`src/rtl/button_conditioner_if.sv`:
```
// Signal bundle between the raw board inputs and the conditioned pulses/level
// that feed the frequency and duty-cycle counters.
interface button_conditioner_if;
  logic btn_up;
  logic btn_down;
  logic sw_opcion;
  logic up_pulse;
  logic down_pulse;
  logic opcion;
  logic mode_change;

  modport master (
    output btn_up, btn_down, sw_opcion,
    input  up_pulse, down_pulse, opcion, mode_change
  );

  modport slave (
    input  btn_up, btn_down, sw_opcion,
    output up_pulse, down_pulse, opcion, mode_change
  );
endinterface

```
`src/rtl/button_conditioner.sv`:
```
// Synchronizes and debounces the up/down buttons and mode switch, then turns
// button presses into single-cycle pulses with hold-to-auto-repeat.
module button_conditioner #(
  parameter int DEB_CYCLES    = 500000,
  parameter int HOLD_CYCLES   = 25000000,
  parameter int REPEAT_CYCLES = 5000000,
  parameter int CNT_W         = 25
) (
  input  logic                clk,
  input  logic                rst,
  button_conditioner_if.slave io
);

  localparam int CH_UP   = 0;
  localparam int CH_DOWN = 1;
  localparam int CH_SW   = 2;

  localparam logic [CNT_W-1:0] DEB_LAST    = CNT_W'(DEB_CYCLES - 1);
  localparam logic [CNT_W-1:0] HOLD_LAST   = CNT_W'(HOLD_CYCLES - 1);
  localparam logic [CNT_W-1:0] REPEAT_LAST = CNT_W'(REPEAT_CYCLES - 1);

  typedef enum logic [1:0] {
    IDLE,
    HOLD,
    REPEAT,
    LOCK
  } state_t;

  logic [2:0] raw;
  logic [2:0] db;
  logic [1:0] pulse;
  logic       opcion_reg;
  logic       mode_change_reg;

  assign raw[CH_UP]   = io.btn_up;
  assign raw[CH_DOWN] = io.btn_down;
  assign raw[CH_SW]   = io.sw_opcion;

  genvar gi;
  generate
    for (gi = 0; gi < 3; gi++) begin : g_chan
      logic             sync1_reg;
      logic             sync2_reg;
      logic             db_reg;
      logic [CNT_W-1:0] cnt_reg;

      // The counter only advances while the synced input disagrees with the
      // accepted level, so any agreeing sample restarts the qualification.
      always_ff @(posedge clk or negedge rst) begin
        if (!rst) begin
          sync1_reg <= 1'b0;
          sync2_reg <= 1'b0;
          db_reg    <= 1'b0;
          cnt_reg   <= '0;
        end else begin
          sync1_reg <= raw[gi];
          sync2_reg <= sync1_reg;
          if (sync2_reg == db_reg) begin
            cnt_reg <= '0;
          end else if (cnt_reg == DEB_LAST) begin
            db_reg  <= sync2_reg;
            cnt_reg <= '0;
          end else begin
            cnt_reg <= cnt_reg + 1'b1;
          end
        end
      end

      assign db[gi] = db_reg;
    end

    for (gi = 0; gi < 2; gi++) begin : g_fsm
      localparam int OTHER = 1 - gi;

      state_t           state_reg;
      state_t           state_next;
      logic [CNT_W-1:0] timer_reg;
      logic [CNT_W-1:0] timer_next;
      logic             pulse_reg;
      logic             pulse_next;

      always_ff @(posedge clk or negedge rst) begin
        if (!rst) begin
          state_reg <= IDLE;
          timer_reg <= '0;
          pulse_reg <= 1'b0;
        end else begin
          state_reg <= state_next;
          timer_reg <= timer_next;
          pulse_reg <= pulse_next;
        end
      end

      // Both buttons held overrides everything: the pair locks and stays
      // silent until this button is let go.
      always_comb begin
        state_next = state_reg;
        timer_next = timer_reg;
        pulse_next = 1'b0;
        if (db[gi] && db[OTHER]) begin
          state_next = LOCK;
          timer_next = '0;
        end else begin
          case (state_reg)
            IDLE: begin
              if (db[gi]) begin
                state_next = HOLD;
                timer_next = '0;
                pulse_next = 1'b1;
              end
            end
            HOLD: begin
              if (!db[gi]) begin
                state_next = IDLE;
                timer_next = '0;
              end else if (timer_reg == HOLD_LAST) begin
                state_next = REPEAT;
                timer_next = '0;
                pulse_next = 1'b1;
              end else begin
                timer_next = timer_reg + 1'b1;
              end
            end
            REPEAT: begin
              if (!db[gi]) begin
                state_next = IDLE;
                timer_next = '0;
              end else if (timer_reg == REPEAT_LAST) begin
                timer_next = '0;
                pulse_next = 1'b1;
              end else begin
                timer_next = timer_reg + 1'b1;
              end
            end
            LOCK: begin
              if (!db[gi]) begin
                state_next = IDLE;
                timer_next = '0;
              end
            end
            default: begin
              state_next = IDLE;
              timer_next = '0;
            end
          endcase
        end
      end

      assign pulse[gi] = pulse_reg;
    end
  endgenerate

  always_ff @(posedge clk or negedge rst) begin
    if (!rst) begin
      opcion_reg      <= 1'b0;
      mode_change_reg <= 1'b0;
    end else begin
      opcion_reg      <= db[CH_SW];
      mode_change_reg <= db[CH_SW] ^ opcion_reg;
    end
  end

  assign io.up_pulse    = pulse[CH_UP];
  assign io.down_pulse  = pulse[CH_DOWN];
  assign io.opcion      = opcion_reg;
  assign io.mode_change = mode_change_reg;

endmodule

```
`src/flat_wrapper.sv`:
```
// flat-port wrapper written by rule: the top's interface ports become plain ports
module button_conditioner_flat 
#(
  parameter int DEB_CYCLES    = 500000,
  parameter int HOLD_CYCLES   = 25000000,
  parameter int REPEAT_CYCLES = 5000000,
  parameter int CNT_W         = 25
)
  (clk, rst, io_btn_up, io_btn_down, io_sw_opcion, io_up_pulse, io_down_pulse, io_opcion, io_mode_change);
  button_conditioner_if io_i ();
  input  logic clk;
  input  logic rst;
  input wire logic [$bits(io_i.btn_up)-1:0] io_btn_up;
  input wire logic [$bits(io_i.btn_down)-1:0] io_btn_down;
  input wire logic [$bits(io_i.sw_opcion)-1:0] io_sw_opcion;
  output wire logic [$bits(io_i.up_pulse)-1:0] io_up_pulse;
  output wire logic [$bits(io_i.down_pulse)-1:0] io_down_pulse;
  output wire logic [$bits(io_i.opcion)-1:0] io_opcion;
  output wire logic [$bits(io_i.mode_change)-1:0] io_mode_change;
  assign io_i.btn_up = io_btn_up;
  assign io_i.btn_down = io_btn_down;
  assign io_i.sw_opcion = io_sw_opcion;
  assign io_up_pulse = io_i.up_pulse;
  assign io_down_pulse = io_i.down_pulse;
  assign io_opcion = io_i.opcion;
  assign io_mode_change = io_i.mode_change;
  button_conditioner #(.DEB_CYCLES(DEB_CYCLES), .HOLD_CYCLES(HOLD_CYCLES), .REPEAT_CYCLES(REPEAT_CYCLES), .CNT_W(CNT_W)) u_core (.clk(clk), .rst(rst), .io(io_i));
endmodule
```
`config.mk`:
```
export PLATFORM = sky130hd
export DESIGN_NAME = button_conditioner_flat
export DESIGN_NICKNAME = d
export VERILOG_FILES = /design/src/rtl/button_conditioner_if.sv /design/src/rtl/button_conditioner.sv /design/src/flat_wrapper.sv
export SDC_FILE = /design/constraint.sdc
export NUM_CORES = 1
export LEC_CHECK = 0
export BUFFER_PORTS_ARGS = -buffer_cell sky130_fd_sc_hd__buf_2
export CAP_MARGIN = 20
export CORE_UTILIZATION = 25
export DETAILED_ROUTE_END_ITERATION = 16
export PLACE_DENSITY = 0.48
export SYNTH_ARGS = -nofsm -noshare
export SYNTH_HDL_FRONTEND = slang
export SYNTH_SLANG_ARGS = --single-unit
```
`constraint.sdc`:
```
create_clock -name clk -period 2.1 [get_ports clk]
set_input_delay 0.42 -clock clk [delete_from_list [all_inputs] [get_ports clk]]
set_output_delay 0.42 -clock clk [all_outputs]
set_load 0.02 [all_outputs]
```
==> flow_summary.json <==
{
  "outcome": "complete, no violations",
  "swShare": 0.234,
  "clock_network_fraction_of_design_power": 0.502,
  "power_leakage_nw": 3.84,
  "postSynth.asyncResetShare": 1.00,
  "clockRootBuffer": "clkbuf_16",
  "skew_pair_late_insertion_delay_ps": 430,
  "ys_dominant_reg_cell": "dfrtp_1",
  "synthesis.area_mm2": 0.00720,
  "synth_edf_count": 0,
  "critPathTopFamily": "simple AND/OR/NAND/NOR gates",
  "power.share.sequential": 0.474,
  "worst_ep_required_ps": 2420,
  "finalCritPeriodShare": 0.984,
  "ir_drop_v": 0.000543,
  "coreArea_mm2": 0.0281,
  "detail_route.wl_per_cell_um": 12.3,
  "drt_iter0_markers": 237,
  "finalInstanceArea_mm2": 0.00892,
  "synth.yosys.warnings": 0,
  "dr_total_vias": 5420,
  "input_output_buffers": 8,
  "setup.worst_path.class": "reg -> reg",
  "pin_count": 9,
  "synthTopCellsByArea": "dfrtp_1, xor2_1, nor2_1",
  "areaGrowthSynthToFinish_pct": 24.0,
  "power_per_cell_area_mw_per_mm2": 655,
  "grt_max_degree": 66,
  "critical_path_arrival_ps": 2380,
  "netlist_instances": 747,
  "max_slew.worst_pin.slew_ps": 415,
  "design_power_total_mw": 5.85,
  "layout_commonest_cell": "dfrtp_1",
  "horiz_die_dim_um": 172,
  "rsz0062_at_grt": "yes",
  "net_count_after_synthesis": 767,
  "layout.nets": 847,
  "cp_buf_inv_count": 2,
  "worstSetupStartpointType": "register",
  "antenna_left": 0,
  "cts_buffers": 17,
  "share_of_cells_above_drive_strength_1": 0.171,
  "post-synth-top-area-fraction": 0.494,
  "final_cell_mix": "dfrtp_1, nor2_1, buf_4",
  "via_count_of_the_first_global_routing_pass": 5474,
  "dp.final_hpwl_um": 10200,
  "grt_pass1_wl_um": 26500,
  "flip_flop_count_of_the_largest_register_all_copies_and_words_added": 75,
  "cap_viol_max_count": 0,
  "crit_path_max_incr_delay_ps": 420,
  "postPlaceCellArea_mm2": 0.00821,
  "grt.total_usage": 0.113,
  "final.setup_skew_ps": 12.3,
  "ys_types": 53,
  "antenna_found_initial": 0,
  "synth_area_per_cell_um2": 9.64,
  "finalHoldViolations": 0,
  "intPower_mw": 4.48,
  "slew_violations": 0,
  "final_instance_count_excl_fillers": 1218,
  "clockBufferDepth": 2,
  "vias_per_cell": 4.45,
  "floorplan.die.height_um": 172,
  "path_cells": "or3b_1 -> or4_4 -> o211ai_1 -> a21oi_1 -> buf_6 -> nor2_4 -> buf_12 -> nor2_1",
  "finalWorstPathRequiredPeriod_ps": 2070,
  "worstSetupEndpointType": "register",
  "first_pass_iters": 4,
  "antennaDiodeCount": 0,
  "clk_transition_reported_paths_ps": 70,
  "flip_flop_and_latch_count_after_synthesis": 142,
  "cts_tree": "yes",
  "drc_errors": 0,
  "yosysSeqAreaShare": 0.494,
  "place_inst": 1179,
  "post-route-util": 0.318,
  "clkSinkCount": 142,
  "worst-path-max-fanout": 18,
  "dieArea_mm2": 0.0295,
  "worst_hold_path_type": "in -> reg",
  "rows": 61,
  "combinationalPowerShare": 0.024,
  "r2r_slack_ps": 30,
  "slowest_stage": "or4_4",
  "place.gp.congestion": 0.737,
  "detailed_route_wl_um": 15000,
  "timing.max_slew.rel_slack": 0.719,
  "report.final.setup_viol": 0,
  "initial_core_util": 0.256,
  "fmax_mhz": 484,
  "synth_largest_area_cell": "dfrtp_1",
  "switchingPower_mw": 1.37,
  "ctsHtreeMaxLevel": 4,
  "overflow": 0
}
[what timing repair did]
action | CTS | global route
setup endpoints to repair | 19 | 80
endpoints found under the hold margin | 30 | 0
hold buffers | 1 | 0
pin swaps | 1 | 9
gates resized for setup | 2 | 19
setup buffers | 0 | 6
[cells in the mapped netlist, types with 9 or more instances]
library cell	instances
and4_1	9
xnor2_1	44
xor2_1	56
a21oi_1	16
nand3_1	40
nor3_1	22
o21ai_0	15
clkbuf_1	12
nor4_1	9
inv_1	16
nand4_1	23
ha_1	15
dfrtp_1	142
nor2_1	129
nand2_1	63
nor2b_1	10
and3_1	21
[routing by layer]
| metal | track usage | up-vias | share of wire | wire length (µm) |
|---|---|---|---|---|
| met4 | 0.0377 | 0 | 0.011 | 167 |
| met2 | 0.177 | 37 | 0.46 | 6910 |
| met3 | 0.0301 | 12 | 0.021 | 315 |
| li1 | - | 2736 | - | - |
| met5 | 0 | - | 0 | 0 |
| met1 | 0.149 | 2635 | 0.51 | 7640 |
[power groups by stage]
stage          clock (mW)  combinational (mW)  sequential (mW)
5_1_grt              3.18               0.167             2.77
4_1_cts              3.06               0.151             2.77
3_5_place_dp            0               0.149             2.82
2_1_floorplan           0              0.0489             2.82
6_report             2.93               0.142             2.77
3_3_place_gp            0               0.148             2.82
[cell type report]
class	count	area [µm²]
repair buffers	84	706
flip-flops and latches	142	3550
multi-input cells	566	3560
well taps	378	473
clock buffers	18	439
inverters	16	60.1
clock inverters	14	131
fillers	2977	19200
[metrics by stage]
stage          setup slack (ps)  hold slack [ps]  TNS [ps]
2_1_floorplan              9.68              124         0
3_3_place_gp               7.01              331         0
3_5_place_dp              -4.93              332     -21.7
4_1_cts                   0.884             59.5         0
5_1_grt                    -107             65.1     -1820
6_report                   33.8             93.3         0
[worst register-to-register path, stage by stage (launching register included)]
cell      delay (ps)
dfrtp_1          370
or3b_1           360
or4_4            420
o211ai_1         210
a21oi_1          110
buf_6            160
nor2_4           100
buf_12           150
nor2_1            70
[final timing paths]
| check | depth (start not counted) | endpoint | from |
|---|---|---|---|
| worst min-delay path | 1 | u_core.g_chan[2].sync1_reg$_DFF_PN0_ | io_sw_opcion |
| worst max register to register | 8 | u_core.g_fsm[1].timer_reg[9]$_DFFE_PN0P_ | u_core.g_fsm[1].timer_reg[9]$_DFFE_PN0P_ |
| max in group asynchronous | 3 | u_core.g_chan[0].cnt_reg[20]$_DFF_PN0_ | rst |
| worst max-delay path | 8 | u_core.g_fsm[1].timer_reg[9]$_DFFE_PN0P_ | u_core.g_fsm[1].timer_reg[9]$_DFFE_PN0P_ |
| worst min register to register | 0 | u_core.g_chan[0].sync2_reg$_DFF_PN0_ | u_core.g_chan[0].sync1_reg$_DFF_PN0_ |
| min in group asynchronous | 2 | u_core.g_chan[2].cnt_reg[23]$_DFF_PN0_ | rst |
[kinds of logic after synthesis]
logic type,count (synthesis),synth area share
compound gates,61,0.0527
mux,8,0.0118
buf+inv,39,0.0236
xor+xnor,100,0.122
flops,142,0.494
fa+ha+maj,15,0.0261
simple gates,382,0.270
(Power assumes the default switching activity.)
